==> config.mk <==
export PLATFORM = sky130hd
export DESIGN_NAME = vid_timing_gen_flat
export DESIGN_NICKNAME = d
export VERILOG_FILES = /design/src/rtl/vid_timing_gen_if.sv /design/src/rtl/vid_timing_gen.sv /design/src/flat_wrapper.sv
export SDC_FILE = /design/constraint.sdc
export NUM_CORES = 1
export LEC_CHECK = 0
export BUFFER_PORTS_ARGS = -buffer_cell sky130_fd_sc_hd__buf_2
export CORE_MARGIN = 5
export CORE_UTILIZATION = 56
export CTS_CLUSTER_DIAMETER = 30
export DETAILED_ROUTE_END_ITERATION = 7
export PLACE_DENSITY_LB_ADDON = 0.3
export SLEW_MARGIN = 10
export SYNTH_ARGS = -nofsm -noshare
export SYNTH_HDL_FRONTEND = slang
export SYNTH_SLANG_ARGS = --single-unit
==> constraint.sdc <==
create_clock -name clk -period 3.38 [get_ports clk]
set_input_delay 0.676 -clock clk [delete_from_list [all_inputs] [get_ports clk]]
set_output_delay 0.676 -clock clk [all_outputs]
set_load 0.05 [all_outputs]
==> src/rtl/vid_timing_gen_if.sv <==
// Line-fetch handshake between the raster timing generator and the
// downstream prefetch stage. The generator raises line_req with the line
// index and holds it until the consumer answers with line_ack.
interface vid_timing_gen_if;
    logic        line_req;
    logic [11:0] line_num;
    logic        line_ack;

    // Timing generator side: issues requests, receives acknowledges
    modport master (
        output line_req,
        output line_num,
        input  line_ack
    );

    // Prefetch stage side: receives requests, returns acknowledges
    modport slave (
        input  line_req,
        input  line_num,
        output line_ack
    );
endinterface

==> src/rtl/vid_timing_gen.sv <==
// Raster timing generator for the video output stage.
// Produces sync/blank/data-enable decodes and pixel coordinates, advancing
// one pixel per clk cycle with enable high. One line ahead of display it
// requests a prefetch of the next visible line over the line_bus handshake,
// and flags a sticky underrun if a previous request was never accepted.
module vid_timing_gen #(
    parameter int H_ACTIVE = 640,
    parameter int H_FP     = 16,
    parameter int H_SYNC   = 96,
    parameter int H_BP     = 48,
    parameter int V_ACTIVE = 480,
    parameter int V_FP     = 10,
    parameter int V_SYNC   = 2,
    parameter int V_BP     = 33
) (
    input  logic               clk,
    input  logic               reset,
    input  logic               enable,
    vid_timing_gen_if.master   line_bus,
    input  logic               clr_underrun,
    output logic [11:0]        hcount,
    output logic [11:0]        vcount,
    output logic               hsync,
    output logic               hblank,
    output logic               vsync,
    output logic               vblank,
    output logic               de,
    output logic               frame_start,
    output logic               underrun
);

    localparam int H_TOTAL = H_ACTIVE + H_FP + H_SYNC + H_BP;
    localparam int V_TOTAL = V_ACTIVE + V_FP + V_SYNC + V_BP;

    localparam logic [11:0] H_LAST       = 12'(H_TOTAL - 1);
    localparam logic [11:0] V_LAST       = 12'(V_TOTAL - 1);
    localparam logic [11:0] H_ACT        = 12'(H_ACTIVE);
    localparam logic [11:0] V_ACT        = 12'(V_ACTIVE);
    localparam logic [11:0] H_SYNC_START = 12'(H_ACTIVE + H_FP);
    localparam logic [11:0] H_SYNC_END   = 12'(H_ACTIVE + H_FP + H_SYNC - 1);
    localparam logic [11:0] V_SYNC_START = 12'(V_ACTIVE + V_FP);
    localparam logic [11:0] V_SYNC_END   = 12'(V_ACTIVE + V_FP + V_SYNC - 1);

    logic        prime;
    logic        line_req_q;
    logic [11:0] line_num_q;

    logic        advance;
    logic        h_wrap;
    logic        v_wrap;
    logic [11:0] h_next;
    logic [11:0] v_next;
    logic [11:0] next_line;
    logic        req_point;
    logic        set_underrun;

    assign line_bus.line_req = line_req_q;
    assign line_bus.line_num = line_num_q;

    // Next raster position, the line that follows the current one, and the
    // request point; the prime cycle is spent on the line-0 prefetch, so the
    // raster only starts moving on the edge after it.
    always_comb begin
        advance   = enable && !prime;
        h_wrap    = (hcount == H_LAST);
        v_wrap    = (vcount == V_LAST);
        h_next    = hcount;
        v_next    = vcount;
        if (advance) begin
            if (h_wrap) begin
                h_next = '0;
                v_next = v_wrap ? 12'd0 : vcount + 12'd1;
            end else begin
                h_next = hcount + 12'd1;
            end
        end
        next_line    = v_wrap ? 12'd0 : vcount + 12'd1;
        req_point    = advance && (h_next == H_ACT) && (next_line < V_ACT);
        set_underrun = req_point && line_req_q && !line_bus.line_ack;
    end

    // Pixel and line counters; reset parks them on the last position so the
    // first advance lands on (0,0).
    always_ff @(posedge clk or negedge reset) begin
        if (!reset) begin
            hcount <= H_LAST;
            vcount <= V_LAST;
        end else begin
            hcount <= h_next;
            vcount <= v_next;
        end
    end

    // Decodes registered from the next position so they line up with the
    // counters shown in the same cycle.
    always_ff @(posedge clk or negedge reset) begin
        if (!reset) begin
            hblank      <= 1'b1;
            vblank      <= 1'b1;
            hsync       <= 1'b0;
            vsync       <= 1'b0;
            de          <= 1'b0;
            frame_start <= 1'b0;
        end else begin
            hblank      <= (h_next >= H_ACT);
            vblank      <= (v_next >= V_ACT);
            hsync       <= (h_next >= H_SYNC_START) && (h_next <= H_SYNC_END);
            vsync       <= (v_next >= V_SYNC_START) && (v_next <= V_SYNC_END);
            de          <= (h_next < H_ACT) && (v_next < V_ACT);
            frame_start <= advance && (h_next == 12'd0) && (v_next == 12'd0);
        end
    end

    // Line request handshake: prime prefetch first, then a new request beats
    // a same-cycle acknowledge, otherwise an acknowledge retires the request.
    always_ff @(posedge clk or negedge reset) begin
        if (!reset) begin
            prime      <= 1'b1;
            line_req_q <= 1'b0;
            line_num_q <= '0;
        end else if (prime) begin
            prime      <= 1'b0;
            line_req_q <= 1'b1;
            line_num_q <= '0;
        end else if (req_point) begin
            line_req_q <= 1'b1;
            line_num_q <= next_line;
        end else if (line_req_q && line_bus.line_ack) begin
            line_req_q <= 1'b0;
        end
    end

    // Sticky underrun flag; a new underrun outranks a same-cycle clear.
    always_ff @(posedge clk or negedge reset) begin
        if (!reset) begin
            underrun <= 1'b0;
        end else if (set_underrun) begin
            underrun <= 1'b1;
        end else if (clr_underrun) begin
            underrun <= 1'b0;
        end
    end

endmodule

==> src/flat_wrapper.sv <==
// flat-port wrapper written by rule: the top's interface ports become plain ports
module vid_timing_gen_flat 
#(
    parameter int H_ACTIVE = 640,
    parameter int H_FP     = 16,
    parameter int H_SYNC   = 96,
    parameter int H_BP     = 48,
    parameter int V_ACTIVE = 480,
    parameter int V_FP     = 10,
    parameter int V_SYNC   = 2,
    parameter int V_BP     = 33
)
  (clk, reset, enable, clr_underrun, hcount, vcount, hsync, hblank, vsync, vblank, de, frame_start, underrun, line_bus_line_req, line_bus_line_num, line_bus_line_ack);
  vid_timing_gen_if line_bus_i ();
  input  logic clk;
  input  logic reset;
  input  logic enable;
  input  logic clr_underrun;
  output logic [11:0] hcount;
  output logic [11:0] vcount;
  output logic hsync;
  output logic hblank;
  output logic vsync;
  output logic vblank;
  output logic de;
  output logic frame_start;
  output logic underrun;
  output wire logic [$bits(line_bus_i.line_req)-1:0] line_bus_line_req;
  output wire logic [$bits(line_bus_i.line_num)-1:0] line_bus_line_num;
  input wire logic [$bits(line_bus_i.line_ack)-1:0] line_bus_line_ack;
  assign line_bus_line_req = line_bus_i.line_req;
  assign line_bus_line_num = line_bus_i.line_num;
  assign line_bus_i.line_ack = line_bus_line_ack;
  vid_timing_gen #(.H_ACTIVE(H_ACTIVE), .H_FP(H_FP), .H_SYNC(H_SYNC), .H_BP(H_BP), .V_ACTIVE(V_ACTIVE), .V_FP(V_FP), .V_SYNC(V_SYNC), .V_BP(V_BP)) u_core (.clk(clk), .reset(reset), .enable(enable), .line_bus(line_bus_i), .clr_underrun(clr_underrun), .hcount(hcount), .vcount(vcount), .hsync(hsync), .hblank(hblank), .vsync(vsync), .vblank(vblank), .de(de), .frame_start(frame_start), .underrun(underrun));
endmodule
==> flow_summary.rst <==
.. list-table::
   :header-rows: 1

   * - Metric
     - Value
   * - Crit path buf inv count
     - 0
   * - Most common cell after layout, fill and taps aside
     - sky130_fd_sc_hd__buf_2
   * - Proportion of synthesized chip area in sequential cells
     - 0.433
   * - Total overflow reported by the global router
     - 0
   * - Share of synthesized flip-flops with an asynchronous set or reset
     - 1.00
   * - Setup Buffers After CTS
     - 0
   * - Pre-CTS setup slack
     - 465 ps
   * - FP Rows
     - 25
   * - Maximum Capacitance Violations
     - 0
   * - Worst Setup End Kind
     - flop
   * - Detail-routed net length per standard cell
     - 16.0 um
   * - Setup-failing EPs final
     - 0
   * - Die ar.
     - 0.00618 mm2
   * - Highest cell delay on the worst timing path
     - 590 ps
   * - Static leakage
     - 1.38 nW
   * - Inserted Diodes
     - 0
   * - Cells resized by post-CTS repair
     - 0
   * - Number of filler instances in the final layout
     - 388
   * - Number of DRC markers in iteration 0
     - 149
   * - Total number of vias
     - 2041
   * - Maximum operating frequency
     - 344 MHz
   * - H-tree level count
     - 2
   * - Number of warning messages in the yosys log
     - 0
   * - Global router's overall resource usage
     - 0.198
   * - Actual transition at the worst max-transition pin
     - 964 ps
   * - Hold WC Path Type
     - flop to flop
   * - Slew Viols, Final
     - 0
   * - Commonest non-fill, non-tap cells in the layout
     - 48 x sky130_fd_sc_hd__buf_2, 32 x sky130_fd_sc_hd__dfrtp_1, 16 x sky130_fd_sc_hd__inv_1, 16 x sky130_fd_sc_hd__nand2_1, 13 x sky130_fd_sc_hd__dfstp_2
   * - First-pass GRT wire length
     - 9670 um
   * - Result of the run
     - completed
   * - Minimum period implied by the final worst setup slack
     - 2910 ps
   * - Via density per instance
     - 5.78
   * - Sum of net half-perimeters after detailed placement
     - 4120 um
   * - Worst slew margin relative to its limit
     - 0.357
   * - Type of the worst setup path
     - flop to flop
   * - Number of iterations in the first detailed-routing pass
     - 4
   * - Combined area of the multi-input logic cells
     - 0.00132 mm2
   * - CTS Hold Buffers Added
     - 0
   * - Largest net degree at the start of global routing
     - 46
   * - Hold Worst Slack
     - 507 ps
   * - Synth Register Bits
     - 45
   * - Number of cells in the design after placement
     - 345
   * - Setup repair after global routing missed its margin
     - false
   * - Number of global-route vias before repair
     - 1996
   * - Insertion delay to the later sink of the worst-skew pair
     - 300 ps
   * - Net total in the final layout
     - 306
   * - Peak supply drop
     - 0.325 mV
   * - Area of the placeable core
     - 0.00466 mm2
   * - Critical path launch point type
     - flop
   * - Number of buffers inserted during clock tree synthesis
     - 5
   * - Count of pins on the block boundary
     - 49
   * - Clock Root Buffer
     - sky130_fd_sc_hd__clkbuf_8
   * - Area growth from synthesis to layout
     - 11.0%
   * - Critical path data arrival time
     - 3100 ps
   * - Number of nets with antenna violations after routing
     - 0
   * - Clock slew at reported path FFs
     - 80 ps
   * - Netlist Area Pre-Place
     - 0.00264 mm2
   * - Count of cell types in the netlist
     - 62
   * - Cells traversed along the worst timing path
     - ha_1, and3b_1, and4_1, nand2_1, xor2_1, nor4_1, nor4b_1
   * - Final critical-path share of the clock period
     - 0.861
   * - Post-Synthesis Mean Instance Area
     - 10.2 um2
   * - Storage cell area
     - 0.00114 mm2
   * - Crit path max fanout
     - 14
   * - Top cell family by delay on the critical path
     - simple AND/OR/NAND/NOR gates
   * - Final WS setup
     - 470 ps
   * - Clock Sink Count
     - 45
   * - Max clock buf depth
     - 2
   * - Final Hold Viols
     - 0
   * - Height of the die
     - 78.6 um
   * - Crit path required time
     - 3570 ps
   * - Effective utilization at floorplan
     - 0.566
   * - Total Negative Setup Slacks
     - 0 ps
   * - Setup skew after layout
     - 12.4 ps
   * - Fraction of final layout cells sized beyond drive strength 1
     - 0.268
   * - Synthesized instance count
     - 259
   * - Final Wtd Congestion
     - 0.928
   * - Synthesized net count
     - 267
   * - Total power divided by cell area
     - 469 mW/mm2
   * - DRC violations left
     - 0
   * - Number of antenna violations at the first check in global routing
     - 0
   * - Port Buf Inserts
     - 48
   * - Slowest cell on the critical path
     - sky130_fd_sc_hd__dfstp_2
   * - Commonest register cell after synthesis
     - sky130_fd_sc_hd__dfrtp_1
   * - Clock tree from TritonCTS
     - done
   * - Detailed-route wire length
     - 5640 um
   * - Die width
     - 78.6 um
   * - Non-Filler Instances
     - 353
   * - Number of enable flip-flop cells after synthesis
     - 0
==> synth_stat cells, types with 2 or more instances <==
master / n / area, um2
sky130_fd_sc_hd__and4_1: 4 / 35.0
sky130_fd_sc_hd__nor4_1: 6 / 37.5
sky130_fd_sc_hd__mux2i_1: 10 / 100
sky130_fd_sc_hd__buf_4: 2 / 15.0
sky130_fd_sc_hd__a31oi_1: 3 / 18.8
sky130_fd_sc_hd__mux2_2: 2 / 22.5
sky130_fd_sc_hd__dfstp_2: 13 / 342
sky130_fd_sc_hd__nand3_1: 9 / 45.0
sky130_fd_sc_hd__dfrtp_1: 32 / 801
sky130_fd_sc_hd__nand4_1: 6 / 37.5
sky130_fd_sc_hd__buf_2: 8 / 40.0
sky130_fd_sc_hd__xnor2_1: 11 / 96.3
sky130_fd_sc_hd__buf_6: 3 / 33.8
sky130_fd_sc_hd__nor3_1: 9 / 45.0
sky130_fd_sc_hd__and2b_1: 2 / 15.0
sky130_fd_sc_hd__ha_1: 3 / 37.5
sky130_fd_sc_hd__inv_1: 16 / 60.1
sky130_fd_sc_hd__nand2b_1: 12 / 75.1
sky130_fd_sc_hd__clkbuf_1: 3 / 11.3
sky130_fd_sc_hd__and4b_1: 3 / 30.0
sky130_fd_sc_hd__a22o_1: 2 / 17.5
sky130_fd_sc_hd__and3_1: 6 / 37.5
sky130_fd_sc_hd__o21a_1: 3 / 22.5
sky130_fd_sc_hd__nand2_1: 16 / 60.1
sky130_fd_sc_hd__nand4b_1: 4 / 35.0
sky130_fd_sc_hd__and2_1: 3 / 18.8
sky130_fd_sc_hd__nor2_1: 12 / 45.0
sky130_fd_sc_hd__xor2_1: 9 / 78.8
sky130_fd_sc_hd__nor3b_1: 6 / 45.0
sky130_fd_sc_hd__o21ai_0: 8 / 40.0
sky130_fd_sc_hd__a22oi_1: 2 / 15.0
==> logic make-up after synthesis <==
group	count (synthesis)	synth area share
xor gates and xnor gates	20	0.0664
adders and majority gates	3	0.0142
buffers and inverters	33	0.0645
and+or+nand+nor	111	0.272
DFF	45	0.433
other	1	0.00142
AOI/OAI and AO/OA	34	0.102
muxes	12	0.0465
==> worst reg2reg max path, stage by stage (launching register included) <==
cell	delay, ps
sky130_fd_sc_hd__dfstp_2	590
sky130_fd_sc_hd__ha_1	250
sky130_fd_sc_hd__and3b_1	330
sky130_fd_sc_hd__and4_1	570
sky130_fd_sc_hd__nand2_1	130
sky130_fd_sc_hd__xor2_1	200
sky130_fd_sc_hd__nor4_1	450
sky130_fd_sc_hd__nor4b_1	290
==> power by group <==
group | internal [W] | total, W | switching (W)
Clock | 0.000146 | 0.000317 | 0.000171
Sequential | 0.000600 | 0.000680 | 0.0000796
Combinational | 0.000114 | 0.000374 | 0.000260
==> final timing paths <==
path | from | end | slack [ps] | cells after the start
worst max-delay path | u_core.hcount[0]$_DFF_PN1_ | u_core.vsync$_DFF_PN0_ | 470 | 7
worst min-delay path | u_core.underrun$_DFFE_PN0P_ | u_core.underrun$_DFFE_PN0P_ | 510 | 1
worst max register to register | u_core.hcount[0]$_DFF_PN1_ | u_core.vsync$_DFF_PN0_ | 470 | 7
worst min register to register | u_core.underrun$_DFFE_PN0P_ | u_core.underrun$_DFFE_PN0P_ | 510 | 1
max in group asynchronous | reset | u_core.vcount[7]$_DFF_PN0_ | 2250 | 1
min in group asynchronous | reset | u_core.line_bus.line_req$_DFFE_PN0P_ | 530 | 1
==> routing by layer <==
| metal | track usage | share of wire |
|---|---|---|
| met1 | 0.270 | 0.46 |
| met2 | 0.310 | 0.47 |
| met3 | 0.0447 | 0.057 |
| met4 | 0.0717 | 0.019 |
| met5 | 0 | 0 |
==> through the flow <==
stage | power, W | utilization | area, um2
finish | 0.00137 | 0.628 | 2930
global route | 0.00145 | 0.628 | 2930
global placement | 0.00106 | 0.610 | 2840
CTS | 0.00138 | 0.628 | 2930
detailed placement | 0.00106 | 0.610 | 2840
floorplan | 0.000984 | - | 2640
==> final cells by class <==
class	count	share of cell area
Clock buffer	7	0.0261
Sequential cell	45	0.391
Timing Repair Buffer	49	0.0847
Inverter	16	0.0205
Multi-Input combinational cell	181	0.453
Clock inverter	1	0.00257
Tap cell	54	0.0231
Power figures use the tool's default switching activity.
